## src/rtl/sar_pkg.sv

```systemverilog
// Shared types and constants for the successive-approximation search controller.
// Optional build macro: SAR_EARLY_EXIT_EN (see sar_search.sv).
package sar_pkg;

    // Controller states
    typedef enum logic [1:0] {
        IDLE   = 2'd0,
        SEARCH = 2'd1,
        DONE   = 2'd2
    } sar_state_t;

    // Default operand width, which is also the number of search steps
    localparam int SAR_DEFAULT_WIDTH = 16;

    // MSB-only mask for the default width; the first trial bit of a search
    localparam logic [SAR_DEFAULT_WIDTH-1:0] SAR_DEFAULT_MSB_MASK =
        SAR_DEFAULT_WIDTH'(1) << (SAR_DEFAULT_WIDTH - 1);

endpackage

```

## src/rtl/sar_search_mask_shifter.sv

```systemverilog
// One-hot trial-bit register for the search controller.
// load puts the MSB in place, shift walks it one bit towards the LSB,
// clear empties it (clear wins over load, load wins over shift).
// last is high while the LSB is the bit under trial.
module sar_mask_shifter
    import sar_pkg::*;
#(
    parameter int WIDTH = SAR_DEFAULT_WIDTH
) (
    input  logic             clk,
    input  logic             rst_n,
    input  logic             load,
    input  logic             shift,
    input  logic             clear,
    output logic [WIDTH-1:0] mask,
    output logic             last
);

    localparam logic [WIDTH-1:0] MSB_MASK = {1'b1, {(WIDTH-1){1'b0}}};

    logic [WIDTH-1:0] mask_reg;

    // One-hot mask register: clear, load MSB, or shift right
    always_ff @(posedge clk or negedge rst_n) begin
        if (!rst_n) begin
            mask_reg <= '0;
        end else if (clear) begin
            mask_reg <= '0;
        end else if (load) begin
            mask_reg <= MSB_MASK;
        end else if (shift) begin
            mask_reg <= mask_reg >> 1;
        end
    end

    assign mask = mask_reg;
    assign last = (mask_reg == WIDTH'(1));

endmodule

```

## src/rtl/sar_search.sv

```systemverilog
// Successive-approximation search controller. Drives trial values on Probe
// into an external magnitude comparator (unknown on its A side) and builds
// Result one bit per cycle, MSB first, from the Greater/Equal verdicts.
// Optional build macro SAR_EARLY_EXIT_EN: an Equal verdict ends the search
// immediately; otherwise every search takes exactly WIDTH steps.
module sar_search
    import sar_pkg::*;
#(
    parameter int WIDTH = SAR_DEFAULT_WIDTH
) (
    input  logic             clk,
    input  logic             rst_n,
    input  logic             Start,
    input  logic             Greater,
    input  logic             Equal,
    output logic [WIDTH-1:0] Probe,
    output logic [WIDTH-1:0] Result,
    output logic             Busy,
    output logic             Done
);

    sar_state_t       state_reg;
    sar_state_t       state_next;
    logic [WIDTH-1:0] result_reg;
    logic [WIDTH-1:0] result_next;
    logic [WIDTH-1:0] mask;
    logic             mask_last;
    logic             mask_load;
    logic             mask_shift;
    logic             mask_clear;
    logic             accept;
    logic             finish;

    sar_mask_shifter #(
        .WIDTH (WIDTH)
    ) u_mask (
        .clk   (clk),
        .rst_n (rst_n),
        .load  (mask_load),
        .shift (mask_shift),
        .clear (mask_clear),
        .mask  (mask),
        .last  (mask_last)
    );

    // Trial value: the bit under test is OR'ed in only while searching.
    // Mask bits are never already set in Result, so no carry is possible.
    assign Probe = (state_reg == SEARCH) ? (result_reg | mask) : result_reg;

    // A verdict of "greater or equal" keeps the trial bit; both flags high
    // is treated as Equal, which keeps the bit as well.
    assign accept = Greater | Equal;

`ifdef SAR_EARLY_EXIT_EN
    // Equal means Probe already matches the unknown: lower bits stay zero
    assign finish = mask_last | Equal;
`else
    assign finish = mask_last;
`endif

    // Next-state and datapath control
    always_comb begin
        state_next  = state_reg;
        result_next = result_reg;
        mask_load   = 1'b0;
        mask_shift  = 1'b0;
        mask_clear  = 1'b0;
        case (state_reg)
            IDLE, DONE: begin
                if (Start) begin
                    state_next  = SEARCH;
                    result_next = '0;
                    mask_load   = 1'b1;
                end else if (state_reg == DONE) begin
                    state_next = IDLE;
                end
            end
            SEARCH: begin
                mask_shift = 1'b1;
                if (accept) begin
                    result_next = Probe;
                end
                if (finish) begin
                    state_next = DONE;
                    mask_clear = 1'b1;
                end
            end
            default: begin
                state_next = IDLE;
                mask_clear = 1'b1;
            end
        endcase
    end

    // State and result registers; reset aborts any search silently
    always_ff @(posedge clk or negedge rst_n) begin
        if (!rst_n) begin
            state_reg  <= IDLE;
            result_reg <= '0;
        end else begin
            state_reg  <= state_next;
            result_reg <= result_next;
        end
    end

    assign Result = result_reg;
    assign Busy   = (state_reg == SEARCH);
    assign Done   = (state_reg == DONE);

endmodule
```

## config.mk

```make
export PLATFORM = sky130hd
export DESIGN_NAME = sar_search
export DESIGN_NICKNAME = d
export VERILOG_FILES = /design/src/rtl/sar_pkg.sv /design/src/rtl/sar_search_mask_shifter.sv /design/src/rtl/sar_search.sv
export SDC_FILE = /design/constraint.sdc
export NUM_CORES = 1
export LEC_CHECK = 0
export ABC_AREA = 1
export BUFFER_PORTS_ARGS = -buffer_cell sky130_fd_sc_hd__buf_2
export CORE_MARGIN = 3
export CORE_UTILIZATION = 50
export CTS_BUF_LIST = sky130_fd_sc_hd__clkbuf_16
export CTS_CLUSTER_SIZE = 24
export DETAILED_ROUTE_END_ITERATION = 6
export HOLD_SLACK_MARGIN = 0.1
export PLACE_DENSITY = 0.73
export SLEW_MARGIN = 20
export SYNTH_ARGS = -nofsm -noshare
export SYNTH_HDL_FRONTEND = slang
export SYNTH_SLANG_ARGS = --single-unit
```

## constraint.sdc

```tcl
create_clock -name clk -period 1.14 [get_ports clk]
set_input_delay 0.228 -clock clk [delete_from_list [all_inputs] [get_ports clk]]
set_output_delay 0.228 -clock clk [all_outputs]
set_load 0.1 [all_outputs]
```

==> impl_metrics.tcl, run 1 <==
set metrics [dict create \
    status "aborted with a tool error" \
    haltStage "4_1_cts" \
    firstError "[ERROR DPL-0038] Utilization greater than 100%, impossible to legalize" \
    yosysWarnings 0 \
    clock-sinks 34 \
    die_w_um 62.15 \
    cts_setup_buffers 9 \
    dp_slack_ns -0.2191 \
    synth_top_area_share_pct 53.97 \
    synth_edf_count 0 \
    synth-seq-cells 34 \
    yosys.area.top_type "dfrtp_1" \
    ys_seq_area_share_pct 53.97 \
    numPlacedInstances 249 \
    synth-main-ff-cell "dfrtp_1" \
    syn-num-nets 171 \
    h-tree-depth 2 \
    synth_cells 166 \
    ios 39 \
    synthesis.area_um2 1577 \
    synthTopCellsByArea "dfrtp_1 (54%), nor2_1 (11%), o21bai_2 (6.4%), o22ai_1 (6.0%), nand2_1 (5.7%)" \
    portBuffers 38 \
    rows 19 \
    initial_core_util_pct 54.81 \
    syn_avg_cell_area_um2 9.497 \
    gp_congestion 0.8075 \
    synth_cell_types 17 \
    ys_async_sr_fraction_pct 100.0 \
    die_y_um 62.15 \
    clockBufferDepth 2 \
    cts_buffers 5 \
    yosys-top-cells-count "nor2_1 (45), dfrtp_1 (34), nand2_1 (24)" \
    placed_area_um2 2521 \
    synth_most_common_cell "nor2_1" \
    root_buffer "clkbuf_16" \
    cts.hold.buffers_added 1 \
    post_cts_resized 27 \
    dpl.hpwl_um 3226 \
]
[cells by family after synthesis]
logic type	after synthesis	synth area share, %
compound gates	32	18.73
flops	34	53.97
buf+inv	27	8.650
simple gates	73	18.65
[per-stage QoR]
step                utilization, %  TNS [ns]
floorplan                        -    -11.75
global placement             87.65    -2.267
detailed placement           87.65    -5.662
==> inputs of run 2 (changes only) <==
CORE_UTILIZATION = 35   (was 50)
CTS_BUF_LIST = default   (was sky130_fd_sc_hd__clkbuf_16)
CTS_CLUSTER_SIZE = default   (was 24)
HOLD_SLACK_MARGIN = default   (was 0.1)
PLACE_DENSITY = default   (was 0.73)
PLACE_DENSITY_LB_ADDON = 0.15   (was default)
==> run 2 against run 1 <==
  * The flow now finishes, with violations (setup timing)
  * Synthesized cell count unchanged
  * Synthesized area unchanged
==> impl_metrics.tcl, run 2 <==
set metrics [dict create \
    dpl.hpwl_um 2615 \
    drive_gt1_share_pct 45.95 \
    ys_async_sr_fraction_pct 100.0 \
    portBuffers 38 \
    status "complete, but fails checks" \
    synth_cells 166 \
    ys_seq_area_share_pct 53.97 \
    relSlewSlack_pct 86.37 \
    gp_congestion 0.7857 \
    crit_path_start_kind "register" \
    antenna_found_initial 0 \
    utilization_pct 65.76 \
    root_buffer "clkbuf_8" \
    syn-num-nets 171 \
    synth_top_area_share_pct 53.97 \
    vias 1304 \
    violations "setup timing" \
    crit_top_cell "buf_12" \
    setup_viol 37 \
    synth-seq-cells 34 \
    cp_max_fo 12 \
    required_ns 0.91 \
    grt_pass1_vias 1327 \
    drt_pass1_iterations 4 \
    final_common_cell "nor2_1" \
    fillers 322 \
    drt_wl_total_um 3898 \
    critPathCaptureType "primary output" \
    hold_violations 0 \
    die_w_um 73.12 \
    fmax_mhz 636.3 \
    syn_avg_cell_area_um2 9.497 \
    core_um2 4173 \
    fin_skew_ns 0.005511 \
    synth_edf_count 0 \
    drv_slew 0 \
    grt_pass1_wl_um 6596 \
    worst_pin_slew_ns 0.2043 \
    fin_nets 226 \
    clk_latency_ns 0.28 \
    area_delta_synth_final_pct 74.05 \
    grt_overflow 0 \
    hold_class "input port to register" \
    ios 39 \
    synth-main-ff-cell "dfrtp_1" \
    worst-path-buf-inv 3 \
    synthesis.area_um2 1577 \
    post_drt_wl_per_cell_um 14.33 \
    postRouteAntennaNets 0 \
    synth_cell_types 17 \
    ff2ff_setup_slack_ns -0.23 \
    worst_slack_ns -0.4315 \
    die-area_um2 5346 \
    drt_iter0_markers 81 \
    yosys-top-cells-count "nor2_1 (45), dfrtp_1 (34), nand2_1 (24)" \
    cpMaxStageDelayCell "dfrtp_1" \
    n_antenna_cell 0 \
    clockBufferDepth 2 \
    drc 0 \
    critical_path_arrival_ns 1.34 \
    synthTopCellsByArea "dfrtp_1 (54%), nor2_1 (11%), o21bai_2 (6.4%), o22ai_1 (6.0%), nand2_1 (5.7%)" \
    yosysWarnings 0 \
    clock-sinks 34 \
    max_stage_delay_ns 0.38 \
    rsz0062_at_grt "true" \
    viasPerCell 4.794 \
    cap_violations 0 \
    rows 23 \
    worstSetupPathType "register to primary output" \
    mostFrequentLayoutCells "nor2_1 (44), buf_12 (39), nand2_1 (24)" \
    synth_most_common_cell "nor2_1" \
    crit_family "buffers and inverters" \
    period_needed_ns 1.572 \
    cts_tree "built" \
    initial_core_util_pct 37.78 \
    grt_max_degree 35 \
    clk_pin_slew_worst_paths_ns 0.07 \
    grtUsageTotal_pct 16.33 \
    yosys.area.top_type "dfrtp_1" \
    die_y_um 73.12 \
    h-tree-depth 2 \
    cts_buffers 5 \
    worstPathCellList "inv_2, nand2_4, buf_12, o21bai_4, buf_12" \
    fin_crit_sh_pct 137.9 \
]
[run 2: cell counts after synthesis]
Identical to the previous run, type by type.
[run 2: final timing paths]
kind / start / to / cells past startpoint
hold reg to reg: Result[4] / Result[4] / 2
min in group asynchronous: rst_n / u_mask.mask[6] / 3
setup / recovery: state_reg[1] / Probe[0] / 5
setup reg to reg: state_reg[1] / Result[5] / 8
max in group asynchronous: rst_n / Result[13] / 3
hold / removal: Start / Result[10] / 4
[run 2: tightest hold or removal path: stages]
cell     delay [ns]
buf_2          0.10
nand2_2        0.08
nand2_1        0.07
nor2_1         0.04
[run 2: timing repair]
| action | in CTS | in global routing |
|---|---|---|
| pin swaps | 1 | 5 |
| endpoints found under the setup margin | 49 | 56 |
| setup buffers | 3 | 2 |
| resized for setup | 6 | 5 |
| gates cloned | 1 | 0 |
| hold endpoints to repair | 34 | 0 |
| hold buffers | 1 | 0 |
[run 2: cells by family after synthesis]
| kind of cell | after synthesis | synth area share [%] |
|---|---|---|
| AND/OR/NAND/NOR | 73 | 18.65 |
| AO/OA/AOI/OAI | 32 | 18.73 |
| buffers and inverters | 27 | 8.650 |
| flip-flops | 34 | 53.97 |
[run 2: cell type report]
cell class                      count  area (um2)  share of cell area, %
Clock buffer                        8       90.09                  3.283
Inverter                           20       78.83                  2.873
Sequential cell                    34       870.8                  31.74
Tap cell                           50       62.56                  2.280
Multi-Input combinational cell    105       719.4                  26.22
Timing Repair Buffer               55       922.1                  33.61
[run 2: per-layer routing]
layer	vias to the layer above	part of all wire, %	global-route usage, %
li1	634	-	-
met1	637	45	21.90
met2	28	49	25.62
met3	5	4.2	4.959
met4	0	1.4	4.303
met5	-	0	0
[run 2: metrics by stage]
step	instance area (um2)	std cells	hold WS [ns]	worst slack [ns]	TNS, ns
finish	2744	272	0.2712	-0.4315	-10.69
global route	2744	272	0.3018	-0.4898	-13.33
floorplan	1713	166	-0.06759	-0.4075	-11.75
CTS	2714	270	0.2615	-0.4349	-11.42
global placement	2544	257	0.2026	-0.1080	-2.460
detailed placement	2544	257	0.2019	-0.1415	-3.627
Power of run 2 is left out: the tool's default activity adds up to more than one toggle a clock period on the data nets, which glitch-free logic cannot reach.
